[src/rtl/mdu_16_if.sv]
// Issue and writeback port bundle of the iterative multiply/divide unit.
// The master side (issue logic / register file) drives the request and grant; the MDU is the slave.
interface mdu_16_if #(
  parameter int WIDTH  = 16,
  parameter int ADDR_W = 3
);
  logic              start;
  logic [1:0]        op;
  logic [WIDTH-1:0]  src_a;
  logic [WIDTH-1:0]  src_b;
  logic [ADDR_W-1:0] dest;
  logic              busy;
  logic              wb_valid;
  logic              wb_ready;
  logic [ADDR_W-1:0] wb_dest;
  logic [WIDTH-1:0]  wb_data;
  logic              div_by_zero;
  logic              op_err;

  modport master (
    output start, op, src_a, src_b, dest, wb_ready,
    input  busy, wb_valid, wb_dest, wb_data, div_by_zero, op_err
  );

  modport slave (
    input  start, op, src_a, src_b, dest, wb_ready,
    output busy, wb_valid, wb_dest, wb_data, div_by_zero, op_err
  );
endinterface

[src/rtl/mdu_16.sv]
// Iterative 16-step shift-add multiplier / restoring divider with valid/ready writeback.
// Define MDU_DIV_EN to compile in the divide datapath; otherwise divide ops retire at once with op_err.
module mdu_16 #(
  parameter int WIDTH  = 16,
  parameter int ADDR_W = 3
) (
  input  logic   clk,
  input  logic   rst_n,
  mdu_16_if.slave bus
);

  localparam int CNT_W = $clog2(WIDTH);

  typedef enum logic [1:0] {
    IDLE = 2'd0,
    RUN  = 2'd1,
    DONE = 2'd2
  } state_t;

  typedef enum logic [1:0] {
    OP_MUL  = 2'b00,
    OP_MULH = 2'b01,
    OP_DIVU = 2'b10,
    OP_REMU = 2'b11
  } op_t;

  state_t              state_q, state_d;
  op_t                 op_q;
  logic [WIDTH-1:0]    a_q;
  logic [ADDR_W-1:0]   dest_q;
  logic [CNT_W-1:0]    cnt_q;
  logic [2*WIDTH-1:0]  prod_q, prod_step;
  logic [WIDTH:0]      mac_sum;
  logic [WIDTH-1:0]    result_q, result_d;
  logic                wb_valid_q;
  logic                accept, last_step, div_skip;

  assign accept    = (state_q == IDLE) && bus.start;
  assign last_step = (cnt_q == CNT_W'(WIDTH - 1));

  // Multiply step: conditionally add the multiplicand into the upper half, then shift the
  // 33-bit {carry, upper, lower} right by one so the multiplier bits drain out of the bottom.
  always_comb begin
    mac_sum   = {1'b0, prod_q[2*WIDTH-1:WIDTH]} + (prod_q[0] ? {1'b0, a_q} : '0);
    prod_step = {mac_sum, prod_q[WIDTH-1:1]};
  end

`ifdef MDU_DIV_EN
  logic [WIDTH-1:0] b_q;
  logic [WIDTH-1:0] rem_q, rem_step;
  logic [WIDTH-1:0] quot_q, quot_step;
  logic [WIDTH:0]   rem_shift;
  logic             rem_ge;
  logic             dbz_q, dbz_d;

  // Restoring divide step; a zero divisor always "fits", which naturally yields an all-ones
  // quotient and a remainder equal to the dividend.
  always_comb begin
    rem_shift = {rem_q, quot_q[WIDTH-1]};
    rem_ge    = (rem_shift >= {1'b0, b_q});
    rem_step  = rem_ge ? WIDTH'(rem_shift - {1'b0, b_q}) : rem_shift[WIDTH-1:0];
    quot_step = {quot_q[WIDTH-2:0], rem_ge};
  end

  always_ff @(posedge clk or negedge rst_n) begin
    if (!rst_n) begin
      b_q    <= '0;
      rem_q  <= '0;
      quot_q <= '0;
      dbz_q  <= 1'b0;
    end else begin
      if (accept) begin
        b_q    <= bus.src_b;
        rem_q  <= '0;
        quot_q <= bus.src_a;
      end else if (state_q == RUN) begin
        rem_q  <= rem_step;
        quot_q <= quot_step;
      end
      if (state_q == RUN && state_d == DONE) begin
        dbz_q <= dbz_d;
      end
    end
  end

  assign div_skip        = 1'b0;
  assign bus.div_by_zero = dbz_q;
  assign bus.op_err      = 1'b0;
`else
  logic op_err_q, op_err_d;

  always_ff @(posedge clk or negedge rst_n) begin
    if (!rst_n) begin
      op_err_q <= 1'b0;
    end else if (state_q == RUN && state_d == DONE) begin
      op_err_q <= op_err_d;
    end
  end

  assign div_skip        = (state_q == RUN) && op_q[1];
  assign bus.div_by_zero = 1'b0;
  assign bus.op_err      = op_err_q;
`endif

  // NOTE: every output of a combinational block gets a default first, so no path leaves it
  // unassigned and no latch is inferred.
  always_comb begin
    result_d = '0;
`ifdef MDU_DIV_EN
    dbz_d    = 1'b0;
`else
    op_err_d = 1'b0;
`endif
    case (op_q)
      OP_MUL:  result_d = prod_step[WIDTH-1:0];
      OP_MULH: result_d = prod_step[2*WIDTH-1:WIDTH];
      default: begin
`ifdef MDU_DIV_EN
        result_d = (op_q == OP_DIVU) ? quot_step : rem_step;
        dbz_d    = (b_q == '0);
`else
        op_err_d = 1'b1;
`endif
      end
    endcase
  end

  always_comb begin
    state_d = state_q;
    case (state_q)
      IDLE: if (bus.start)              state_d = RUN;
      RUN:  if (last_step || div_skip)  state_d = DONE;
      DONE: if (bus.wb_ready || dest_q == '0) state_d = IDLE;
      default:                          state_d = IDLE;
    endcase
  end

  // NOTE: sequential state uses non-blocking assignments so every register samples the
  // pre-edge values, independent of statement order.
  always_ff @(posedge clk or negedge rst_n) begin
    if (!rst_n) begin
      state_q <= IDLE;
    end else begin
      state_q <= state_d;
    end
  end

  // NOTE: the datapath registers are reset along with control so an aborted transaction
  // leaves the writeback outputs at their reset values.
  always_ff @(posedge clk or negedge rst_n) begin
    if (!rst_n) begin
      op_q       <= OP_MUL;
      a_q        <= '0;
      dest_q     <= '0;
      cnt_q      <= '0;
      prod_q     <= '0;
      result_q   <= '0;
      wb_valid_q <= 1'b0;
    end else begin
      if (accept) begin
        op_q   <= op_t'(bus.op);
        a_q    <= bus.src_a;
        dest_q <= bus.dest;
        cnt_q  <= '0;
        prod_q <= {{WIDTH{1'b0}}, bus.src_b};
      end else if (state_q == RUN) begin
        cnt_q  <= cnt_q + CNT_W'(1);
        prod_q <= prod_step;
      end
      if (state_q == RUN && state_d == DONE) begin
        result_q <= result_d;
      end
      // Writes to register 0 are dropped: DONE is passed through without a valid.
      wb_valid_q <= (state_d == DONE) && (dest_q != '0);
    end
  end

  assign bus.busy     = (state_q != IDLE);
  assign bus.wb_valid = wb_valid_q;
  assign bus.wb_dest  = dest_q;
  assign bus.wb_data  = result_q;

endmodule

[src/flat_wrapper.sv]
// flat-port wrapper written by rule: the top's interface ports become plain ports
module mdu_16_flat 
#(
  parameter int WIDTH  = 16,
  parameter int ADDR_W = 3
)
  (clk, rst_n, bus_start, bus_op, bus_src_a, bus_src_b, bus_dest, bus_wb_ready, bus_busy, bus_wb_valid, bus_wb_dest, bus_wb_data, bus_div_by_zero, bus_op_err);
  mdu_16_if #(.WIDTH(WIDTH), .ADDR_W(ADDR_W)) bus_i ();
  input  logic clk;
  input  logic rst_n;
  input wire logic [$bits(bus_i.start)-1:0] bus_start;
  input wire logic [$bits(bus_i.op)-1:0] bus_op;
  input wire logic [$bits(bus_i.src_a)-1:0] bus_src_a;
  input wire logic [$bits(bus_i.src_b)-1:0] bus_src_b;
  input wire logic [$bits(bus_i.dest)-1:0] bus_dest;
  input wire logic [$bits(bus_i.wb_ready)-1:0] bus_wb_ready;
  output wire logic [$bits(bus_i.busy)-1:0] bus_busy;
  output wire logic [$bits(bus_i.wb_valid)-1:0] bus_wb_valid;
  output wire logic [$bits(bus_i.wb_dest)-1:0] bus_wb_dest;
  output wire logic [$bits(bus_i.wb_data)-1:0] bus_wb_data;
  output wire logic [$bits(bus_i.div_by_zero)-1:0] bus_div_by_zero;
  output wire logic [$bits(bus_i.op_err)-1:0] bus_op_err;
  assign bus_i.start = bus_start;
  assign bus_i.op = bus_op;
  assign bus_i.src_a = bus_src_a;
  assign bus_i.src_b = bus_src_b;
  assign bus_i.dest = bus_dest;
  assign bus_i.wb_ready = bus_wb_ready;
  assign bus_busy = bus_i.busy;
  assign bus_wb_valid = bus_i.wb_valid;
  assign bus_wb_dest = bus_i.wb_dest;
  assign bus_wb_data = bus_i.wb_data;
  assign bus_div_by_zero = bus_i.div_by_zero;
  assign bus_op_err = bus_i.op_err;
  mdu_16 #(.WIDTH(WIDTH), .ADDR_W(ADDR_W)) u_core (.clk(clk), .rst_n(rst_n), .bus(bus_i));
endmodule
[config.mk]
export PLATFORM = sky130hd
export DESIGN_NAME = mdu_16_flat
export DESIGN_NICKNAME = d
export VERILOG_FILES = /design/src/rtl/mdu_16_if.sv /design/src/rtl/mdu_16.sv /design/src/flat_wrapper.sv
export SDC_FILE = /design/constraint.sdc
export NUM_CORES = 1
export LEC_CHECK = 0
export CORE_MARGIN = 5
export CORE_UTILIZATION = 58
export CTS_CLUSTER_DIAMETER = 40
export DETAILED_ROUTE_END_ITERATION = 6
export PLACE_DENSITY = 0.86
export SLEW_MARGIN = 5
export SYNTH_ARGS = -nofsm -noshare
export SYNTH_HDL_FRONTEND = slang
export SYNTH_SLANG_ARGS = --single-unit
[constraint.sdc]
create_clock -name clk -period 5.5 [get_ports clk]
set_clock_uncertainty 0.05 [all_clocks]
set_input_delay 1.65 -clock clk [delete_from_list [all_inputs] [get_ports clk]]
set_output_delay 1.65 -clock clk [all_outputs]
set_load 0.005 [all_outputs]
==> results.md <==
* Final #Nets at around 560
* Setup TNS at 0 ns
* Sequential area share after synthesis at approximately half
* Outcome: completed
* Worst-margin pin slew at approximately 0.94 ns
* VDD IR max at 0.000291 V
* Commonest non-fill, non-tap cell in the layout: nand2_1
* Final WL at between 9000 and 10,000 um
* Initial antenna violation count at 0
* DP Wirelength at ~6400 um
* Core area at roughly 6700 sq um
* Final Hold Viols at 0
* Leak at 0.00234 uW
* Adder-Cell Fraction of Synth Area at 5.85%
* Die area at ~8600 sq um
* Yosys Warn Count at 0
* Global placer's final weighted congestion at roughly 0.84
* Vias in the first global route at about 3,200
* FMAX at approximately 0.31 GHz
* Clk root buf: clkbuf_8
* Finish-stage setup viols at 0
* Synthesized area at approximately 4000 sq um
* Post-synthesis mux area share at 2.01%
* Final min period at roughly 3.2 ns
* Row count at 30
* Tcrit/Tclk final at 58.1%
* # IOs at 64
* Required time of the critical path at 5.69 ns
* N_diodes at 0
* Crit path DAT at 3.38 ns
* Wire length per cell at around 16 um
* Main combinational cell family by area after synthesis: simple AND/OR/NAND/NOR gates
* Worst Hold Class: reg -> reg
* Synth Area in XOR/XNOR at 2.86%
* Worst-path clk slew at 0.08 ns
* Clock latency on the worst-skew pair at between 0.3 and 0.4 ns
* Largest net degree at the start of global routing at slightly below 80
* Vias at about 3,400
* Final-report max-slew violation count at 0
* Layout area overhead at 22.1%
* Via density per instance at 5.74
* Max_slew headroom at a little under two fifths
* Total power draw at 2730 uW
* CTS tree: done
* Power Density at ~560 nW/um^2
* DRC viols at 0
* Antenna Violating Nets Remaining at 0
* Initial core utilization at slightly below 60%
* Post-Syn Instances at about 450
* Synthesis-stage register bit count at 77
* Max Fanout on Critical Path at 40
* Total GRT Usage at ~23%
* Synth Area per Inst at about 8.9 sq um
* Iter 0 DRT Violations at slightly above 200
* TritonRoute pass-1 iters at 5
* Syn Nets at about 500
* Simple-Gate Fraction of Synth Area at approximately 22%
* First-pass GRT wire length at about 16,000 um
* Width of the die at between 90 and 100 um
* Number of synthesized flops with an enable pin at 0
* Inserted Clock Buffers at 9
* Cts repair resizes at 0
* Die Height at between 90 and 100 um
* Top_reg_cell synth: dfrtp_1
* Async S/R FF share, synth at between 90% and 100%
* Crit path kind: in -> reg
* Distinct cells, synth at 45
* Setup crit end kind: flop
* Startpoint types: primary input
* Clk sinks at 77
* Clock Path Buffers at 2
* Post-CTS Setup Bufs at 0
* Max-cap viol count at 0
* Total gr overflow at 0
* RSZ-0062 raised after global routing: no
* Post-synthesis compound-gate area fraction at 15.9%
* H-tree levels at 3
* Most frequent cells in the layout: nand2_1 (149), dfrtp_1 (77), clkdlybuf4s50_1 (61)
* Port bufs at between 60 and 70
* # hold bufs at CTS at 0
* Share of cells above drive strength 1 at 7.13%
worst paths after layout:
| path | endpoint | from | cells after the start | slack [ns] |
|---|---|---|---|---|
| worst max-delay path | u_core.cnt_q[2]$_DFFE_PN0P_ | bus_start | 7 | 2.31 |
| worst max register to register | u_core.prod_q[25]$_DFFE_PN0P_ | u_core.prod_q[0]$_DFFE_PN0P_ | 11 | 2.61 |
| worst min-delay path | u_core.a_q[10]$_DFFE_PN0P_ | u_core.a_q[10]$_DFFE_PN0P_ | 2 | 0.42 |
| min in group asynchronous | u_core.bus.op_err$_DFFE_PN0P_ | rst_n | 1 | 1.39 |
| max in group asynchronous | u_core.prod_q[31]$_DFFE_PN0P_ | rst_n | 1 | 3.42 |
| worst min register to register | u_core.a_q[10]$_DFFE_PN0P_ | u_core.a_q[10]$_DFFE_PN0P_ | 2 | 0.42 |
flip-flops by register name, summed over array words and instances, names as in the netlist:
signal / count
u_core.prod_q: 32
u_core.a_q: 16
u_core.bus.wb_data: 16
u_core.cnt_q: 4
u_core.bus.wb_dest: 3
u_core.op_q: 2
u_core.state_q: 2
u_core.bus.op_err: 1
u_core.bus.wb_valid: 1
cells by family (layout without fill, tap and decap cells):
family | Yosys count | in the layout
and+or+nand+nor | 203 | 203
AOI/OAI and AO/OA | 93 | 93
DFF | 77 | 77
buffers and inverters | 32 | 92
adders and majority gates | 18 | 18
xor gates and xnor gates | 13 | 13
muxes | 8 | 8
other | 1 | 1
worst max-delay path, stage by stage:
cell and delay [ns]:
clkdlybuf4s50_1 0.47, and2_1 0.12, buf_4 0.38, nor2_1 0.24
buf_4 0.24, o21ai_0 0.16, o21ai_0 0.10
synth_stat cells (3+ instances only):
cell | count | area (sq um)
a21o_1 | 4 | 30.0
a21oi_1 | 13 | 65.1
a22oi_1 | 16 | 120
a31oi_1 | 5 | 31.3
and2_1 | 16 | 100
clkbuf_1 | 20 | 75.1
dfrtp_1 | 77 | 1930
ha_1 | 17 | 213
inv_1 | 9 | 33.8
mux2i_1 | 8 | 80.1
nand2_1 | 149 | 559
nand3_1 | 11 | 55.1
nor2_1 | 13 | 48.8
o21a_1 | 3 | 22.5
o21ai_0 | 20 | 100
o21ai_1 | 5 | 25.0
o221ai_1 | 8 | 70.1
o31ai_1 | 8 | 60.1
xnor2_1 | 9 | 78.8
xor2_1 | 4 | 35.0
routing by layer:
layer  share of wire (%)  up-vias  GRT usage, %
li1                    -     1629             -
met1                  47     1594          32.7
met2                  44      119          33.8
met3                 7.1       13          5.28
met4                 1.5        0          8.18
met5                   0        -             0
final cells by class:
type / count / area [sq um]
clock inverters: 5 / 58.8
multi-input cells: 336 / 1930
flip-flops and latches: 77 / 1930
clock buffers: 11 / 151
well taps: 80 / 100
inverters: 9 / 33.8
fillers: 515 / 1860
repair buffers: 67 / 656
report_power, final:
| part | total [uW] | internal, uW | switching, uW |
|---|---|---|---|
| logic | 1270 | 546 | 721 |
| registers | 1020 | 820 | 198 |
| clock network | 450 | 234 | 216 |
| total | 2730 | 1600 | 1130 |
per-stage QoR:
step	cells	setup slack, ns	cell area [sq um]	utilization [%]	hold WS (ns)
after floorplan	445	2.90	3980	-	0.387
after global placement	569	1.99	4650	69.2	0.401
after detailed placement	569	1.95	4650	69.2	0.407
after CTS	585	2.30	4860	72.3	0.427
after global routing	585	2.21	4860	72.3	0.447
final	585	2.31	4860	72.3	0.420
No activity file was read; power rests on OpenSTA's default activity.
